**config.mk**
```make
export PLATFORM = sky130hd
export DESIGN_NAME = aes256_key_share_loader
export DESIGN_NICKNAME = d
export VERILOG_FILES = /design/src/rtl/aes256_key_share_loader.sv
export SDC_FILE = /design/constraint.sdc
export NUM_CORES = 1
export LEC_CHECK = 0
export ABC_AREA = 1
export ABC_CLOCK_PERIOD_IN_PS = 2700
export CORE_AREA = 3 3 340 342
export CTS_BUF_LIST = sky130_fd_sc_hd__clkbuf_4 sky130_fd_sc_hd__clkbuf_8
export DETAILED_ROUTE_END_ITERATION = 7
export DIE_AREA = 0 0 343 345
export PLACE_DENSITY_LB_ADDON = 0.12
export SYNTH_ARGS = -nofsm -noshare
export SYNTH_HDL_FRONTEND = slang
export SYNTH_SLANG_ARGS = --single-unit
export TNS_END_PERCENT = 5
```
**constraint.sdc**
```tcl
create_clock -name clk -period 2.7 [get_ports clk]
set_input_delay 0.27 -clock clk [delete_from_list [all_inputs] [get_ports clk]]
set_output_delay 0.27 -clock clk [all_outputs]
set_load 0.01 [all_outputs]
```
**src/rtl/aes256_key_share_loader.sv**
```systemverilog
// Collects a 256-bit key word by word and splits it into three Boolean shares
// (k0 = key ^ k1 ^ k2), then holds the shares until downstream takes them.
module aes256_key_share_loader #(
    parameter int ZEROIZE_ON_HANDOFF = 1,
    parameter int KEY_WORDS          = 8
) (
    input  logic         clk,
    input  logic         resetn,
    input  logic         abort_i,
    input  logic [31:0]  key_word_i,
    input  logic         key_wvalid_i,
    output logic         key_wready_o,
    input  logic [63:0]  rnd_i,
    input  logic         rnd_valid_i,
    output logic         rnd_ready_o,
    output logic [255:0] k0_o,
    output logic [255:0] k1_o,
    output logic [255:0] k2_o,
    output logic         kvalid_o,
    input  logic         kready_i,
    output logic         busy_o
);

    typedef enum logic {
        ST_COLLECT = 1'b0,
        ST_HOLD    = 1'b1
    } state_t;

    state_t         r_state, w_state_next;
    logic [2:0]     r_cnt, w_cnt_next;
    logic           r_kvalid, w_kvalid_next;
    logic [255:0]   r_k0, r_k1, r_k2;
    logic [255:0]   w_k0_next, w_k1_next, w_k2_next;
    logic           w_accept;
    logic           w_handoff;
    logic           w_clear;
    logic [31:0]    w_m1;
    logic [31:0]    w_m2;

    assign w_m1      = rnd_i[31:0];
    assign w_m2      = rnd_i[63:32];
    // Key and randomness are consumed only as a pair, and never during abort.
    assign w_accept  = (r_state == ST_COLLECT) & key_wvalid_i & rnd_valid_i & ~abort_i;
    assign w_handoff = (r_state == ST_HOLD) & r_kvalid & kready_i;
    assign w_clear   = abort_i | (w_handoff & (ZEROIZE_ON_HANDOFF != 0));

    generate
        for (genvar gi = 0; gi < KEY_WORDS; gi++) begin : g_word
            localparam int HI = 255 - 32 * gi;
            logic w_sel;
            assign w_sel = w_accept & (r_cnt == 3'(gi));
            assign w_k0_next[HI -: 32] = w_clear ? 32'd0 :
                                         w_sel   ? (key_word_i ^ w_m1 ^ w_m2) : r_k0[HI -: 32];
            assign w_k1_next[HI -: 32] = w_clear ? 32'd0 :
                                         w_sel   ? w_m1 : r_k1[HI -: 32];
            assign w_k2_next[HI -: 32] = w_clear ? 32'd0 :
                                         w_sel   ? w_m2 : r_k2[HI -: 32];
        end
    endgenerate

    always_comb begin
        w_state_next  = r_state;
        w_cnt_next    = r_cnt;
        w_kvalid_next = r_kvalid;
        if (abort_i) begin
            w_state_next  = ST_COLLECT;
            w_cnt_next    = 3'd0;
            w_kvalid_next = 1'b0;
        end else begin
            case (r_state)
                ST_COLLECT: begin
                    if (w_accept) begin
                        if (r_cnt == 3'(KEY_WORDS - 1)) begin
                            w_cnt_next    = 3'd0;
                            w_state_next  = ST_HOLD;
                            w_kvalid_next = 1'b1;
                        end else begin
                            w_cnt_next = r_cnt + 3'd1;
                        end
                    end
                end
                ST_HOLD: begin
                    if (w_handoff) begin
                        w_state_next  = ST_COLLECT;
                        w_kvalid_next = 1'b0;
                    end
                end
                default: begin
                    w_state_next  = ST_COLLECT;
                    w_cnt_next    = 3'd0;
                    w_kvalid_next = 1'b0;
                end
            endcase
        end
    end

    always_ff @(posedge clk or negedge resetn) begin
        if (!resetn) begin
            r_state  <= ST_COLLECT;
            r_cnt    <= 3'd0;
            r_kvalid <= 1'b0;
            r_k0     <= '0;
            r_k1     <= '0;
            r_k2     <= '0;
        end else begin
            r_state  <= w_state_next;
            r_cnt    <= w_cnt_next;
            r_kvalid <= w_kvalid_next;
            r_k0     <= w_k0_next;
            r_k1     <= w_k1_next;
            r_k2     <= w_k2_next;
        end
    end

    assign key_wready_o = w_accept;
    assign rnd_ready_o  = w_accept;
    assign k0_o         = r_k0;
    assign k1_o         = r_k1;
    assign k2_o         = r_k2;
    assign kvalid_o     = r_kvalid;
    assign busy_o       = (r_cnt != 3'd0) | (r_state == ST_HOLD);

endmodule
```
======== After elaboration in Yosys (flattened, before gate mapping) ========
Cells that the tools add are included.
storage, ports and cells
  flip-flop bits (word level) ............. 773
  input port bits ......................... 102
  output and inout bits ................... 772
  logic and storage cells ................. 133
operators by class
  add/subtract/negate cells ............... 1
  eq/ne operators ......................... 11
  muxes and demuxes ....................... 62
  bitwise operators ....................... 19
  reductions and logical operators ........ 13
operators with widths
  operator             count
  $mux 32              48
  $xor 32x32->32       2
  $reduce_bool 2->1    9
  $and 1x1->1          13
  $eq 3x3->1 const B   4
  $mux 3               4
  $mux 1               8
  $eq 3x2->1 const B   2
  $ne 3x2->1 const B   2
  $pmux 1 s2           2
  $add 3x1->3 const B  1
  $eq 3x1->1 const B   1
  $logic_not 3->1      1
  $ne 3x3->1 const B   1
  $reduce_and 3->1     1
  $reduce_bool 3->1    1
  $ne 2x2->1 const B   1
  $not 1->1            2
  $or 1x1->1           2
  $reduce_and 2->1     1

======== Depth between registers and ports, before layout ========
  depth after elaboration ................. 7
  depth in mapped cells ................... 9
  mapped depth without buffers ............ 8

======== Least setup slack after synthesis ========
Ideal clock, no wire load.
  path kind ............................... reg-to-reg
  from .................................... reg r_cnt[0]
  to ...................................... reg r_k0[21], in the netlist k0_o[21]
  setup time .............................. 0.066 ns
  data arrival time ....................... 1.713 ns
  required time ........................... 2.634 ns
  path slack .............................. 0.921 ns
  stages on the path, launching flop included .. 10
  buffers on the path ..................... 2
  clock period less this slack ............ 1.779 ns
  cell sequence ........................... dfrtp_1 > ha_1 > ha_1 > inv_1 > nand3_1 > nand3_1 > buf_2 > clkbuf_1 > nand2_1 > nand2_1
on the way
  word-level cells in the longest chain between the ends .. 3
ends and longest elaborated chain
  element                      RTL line  source
  from (decl)                  30        logic [2:0] r_cnt, w_cnt_next;
  from (signal assigned)       107       r_cnt <= w_cnt_next;
  $eq 3x3->1                   51        assign w_sel = w_accept & (r_cnt == 3'(gi));
  $and 1x1->1                  51
  $reduce_bool 2->1 (no line)  -
  to (signal assigned)         109       r_k0 <= w_k0_next;
  to (decl)                    32        logic [255:0] r_k0, r_k1, r_k2;
Every way passes these cells.
A chain may end at the register's enable or synchronous reset.

======== Worst setup path in the final report ========
  from .................................... reg r_state
  to ...................................... out key_wready_o
on the way
  word-level cells in the longest chain between the ends .. 4
ends and longest elaborated chain
  element                    RTL line  source
  from (decl)                29        state_t r_state, w_state_next;
  from (signal assigned)     106       r_state <= w_state_next;
  $not 1->1                  -
  $and 1x1->1 (3 in series)  43        assign w_accept = (r_state == ST_COLLECT) & key_wvalid_i & rnd_valid_i & ~abort_i;
  to (decl)                  12        output logic key_wready_o,
Every way passes these cells.

==> metrics.md <==
| Metric | Value |
|---|---|
| Status | complete, no violations |
| Final wirelength | 146000 um |
| Relative slew margins | 0.279 |
| # rows | 123 |
| Hold path depth | 3 |
| Area Overhead vs Synth | 48.4% |
| Total CTS buffers | 143 |
| Layout cells sized above 1 | 0.0928 |
| Crit path launch type | register |
| Period Utilization, post-route | 0.941 |
| Hold Path Sink | k1_o[17] |
| CP Class | register to output port |
| Die W | 343 um |
| Hpwl dp | 106000 um |
| Yosys reg bits | 773 |
| Avg Inst Size Synth | 8.81 um2 |
| CP Data Required Time | 2430 ps |
| Cells after Synth | 3415 |
| First-pass GRT wire length | 208000 um |
| Reg power frac | 0.430 |
| H-tree depth | 4 |
| Clk slew on worst S/H paths | 60 ps |
| Ys flop type | dfrtp_1 |
| Clk Tree Root Cell | clkbuf_8 |
| Drc violations | 0 |
| First-pass DRT Iterations | 8 |
| Post-synth ARST share | 1.00 |
| Top cells by area, synth | dfrtp_1 64%, nand2_1 23%, o21ai_0 4.1%, nand3_1 1.9%, buf_2 1.7% |
| Reg2reg end | k0_o[4] |
| Final nets | 4509 |
| Critical R2R Launch | r_state |
| Final Hold Fails | 0 |
| Fin. max-slew vios | 0 |
| HP Start | rnd_i[17] |
| GRT Total Usage | 0.243 |
| Core Area | 113000 um2 |
| CP arrival | 2270 ps |
| Hold Crit Class | input pin to register |
| IO Count | 874 |
| GP Congestion | 0.823 |
| Sw Ratio | 0.284 |
| Reg2reg path depth | 6 |
| Synth unique cells | 22 |
| Worst slew pin tran | 1080 ps |
| Antenna viol nets, final | 0 |
| Clock sinks | 773 |
| Largest net degree at the start of global routing | 95 |
| Crit end category | output port |
| Die area | 118000 um2 |
| RSZ-0062 raised after global routing | no |
| CTS tree | done |
| Power Dens Cells | 675 nW/um2 |
| Iteration-0 DRC Markers | 1828 |
| Most instantiated library cell after synthesis | nand2_1 |
| Starting density of the core | 0.267 |
| Maximum VDD drop | 0.351 mV |
| Final Setup Violations | 0 |
| Initial antenna violation count | 19 |
| Clock buffer depth | 3 |
| Die height | 345 um |
| Leakage Power | 21.9 nW |
| Tmin final | 2540 ps |
| Post-synthesis sequential area ratio | 0.643 |
| Synthesized area | 30100 um2 |
| Pint | 0.0216 W |
| Largest area contributor in the netlist | dfrtp_1 |
| Setup TNS | 0 ps |
| Syn Nets | 3523 |
| Most frequent cells after synthesis | 1848 x nand2_1, 773 x dfrtp_1, 248 x o21ai_0, 115 x nand3_1, 105 x inv_1 |
| Reg2reg setup slack | 640 ps |
| EDFF count, synth | 0 |
| CP max FO | 5 |
| Number of global-route vias before repair | 27200 |
| Clock share of power | 0.405 |
| DR WL/cell | 24.2 um |
| Setup crit start | r_state |
| Final core occ | 0.396 |
| Combinational share of power | 0.165 |
| Filler instances | 11600 |
| Max Clock Skew | 38.6 ps |
| Share of Yosys cell area claimed by the top area cell type | 0.643 |
| Psw | 0.00857 W |
| Synth warn | 0 |
| Worst-skew pair later-pin latency | 820 ps |
| # port buffers | 873 |
| Via density | 4.48 |
| Total via count in the routed design | 27000 |
| Peak Freq | 0.394 GHz |
| Max cap viols | 0 |
| Grt ovf | 0 |
==> cells in the final DEF, fill, tap and decap left out, drive strengths merged <==
cell           synthesis  layout
clkinv                 0       8
dfrtp                773     773
diode                  0       9
clkdlybuf4s50          0     872
o22ai                  1       1
inv                  110     113
buf                  116     142
dlygate4sd3            0       1
clkbuf                58     227
a21oi                  2       2
bufinv                 0       3
nand2               1849    1849
nand3                117     117
ha                     6       6
nor2                  66      66
clkinvlp               0       8
o21ai                317     317
==> worst max-delay path, stage by stage, from the launching register on <==
cell and delay [ps]:
dfrtp_1 440, inv_2 140, nand3_4 90, nor2_4 130
buf_4 160, clkdlybuf4s50_1 530
==> registers in the layout, summed over array words and instances (netlist names) <==
| name | count |
|---|---|
| r_cnt | 3 |
| k2_o | 256 |
| r_state | 1 |
| k1_o | 256 |
| kvalid_o | 1 |
| k0_o | 256 |
==> metal layers <==
| layer | global-route usage | vias to the layer above | wire, um | part of all wire |
|---|---|---|---|---|
| met2 | 0.404 | 898 | 69800 | 0.48 |
| met5 | 0 | - | 123 | 0.00084 |
| met1 | 0.300 | 13200 | 60100 | 0.41 |
| met4 | 0.0835 | 16 | 4740 | 0.033 |
| li1 | - | 12600 | - | - |
| met3 | 0.0716 | 223 | 10800 | 0.074 |
==> worst max-delay path by stage <==
stage	to	cells after the start	slack, ps
finish	key_wready_o	5	160
global route	key_wready_o	5	20
CTS	rnd_ready_o	5	50
detailed placement	k0_o[109]	8	340
global placement	k0_o[85]	10	360
floorplan	k0_o[21]	9	920
==> metrics by stage <==
stage | hold WS [ps] | instance area, um2 | power [W] | cells | setup WS [ps]
final | 174 | 44600 | 0.0301 | 6014 | 159
after global routing | 142 | 44600 | 0.0315 | 6007 | 19.6
after CTS | 62.1 | 44600 | 0.0306 | 6005 | 49.8
after detailed placement | 254 | 41500 | 0.0182 | 5753 | 336
after global placement | 253 | 41500 | 0.0182 | 5753 | 362
after floorplan | -25.6 | 30100 | 0.0147 | 3415 | 921
==> cell type report <==
cell class / instances / area [um2] / share of cell area
timing repair buffer: 1015 / 10300 / 0.231
sequential: 773 / 19300 / 0.433
tap: 1500 / 1880 / 0.0420
clock inverter: 22 / 233 / 0.00521
inverter: 110 / 415 / 0.00931
antenna: 9 / 22.5 / 0.000505
multi-input combinational: 2358 / 9590 / 0.215
clock buffer: 227 / 2860 / 0.0641
==> power by group through the flow <==
stage	clock network, W	logic [W]	registers, W
2_1_floorplan	0	0.00122	0.0134
3_3_place_gp	0	0.00504	0.0131
3_5_place_dp	0	0.00507	0.0131
4_1_cts	0.0126	0.00510	0.0129
5_1_grt	0.0131	0.00538	0.0130
6_report	0.0122	0.00498	0.0129
==> logic make-up (layout without fill, tap and decap cells) <==
logic type,count (synthesis),in the layout,synth area share
other,0,9,0
AO/OA/AOI/OAI,320,320,0.0536
flip-flops,773,773,0.643
adder cells (fa/ha/maj),6,6,0.00250
AND/OR/NAND/NOR,2032,2032,0.261
buffers and inverters,284,1374,0.0403
==> timing repair <==
action                     CTS  global route
setup buffers                1             0
hold endpoints to repair   443             0
gates resized for setup      2             0
setup endpoints to repair    2             0
hold buffers                 2             0
Note: power is estimated with default switching activity, not from simulation.
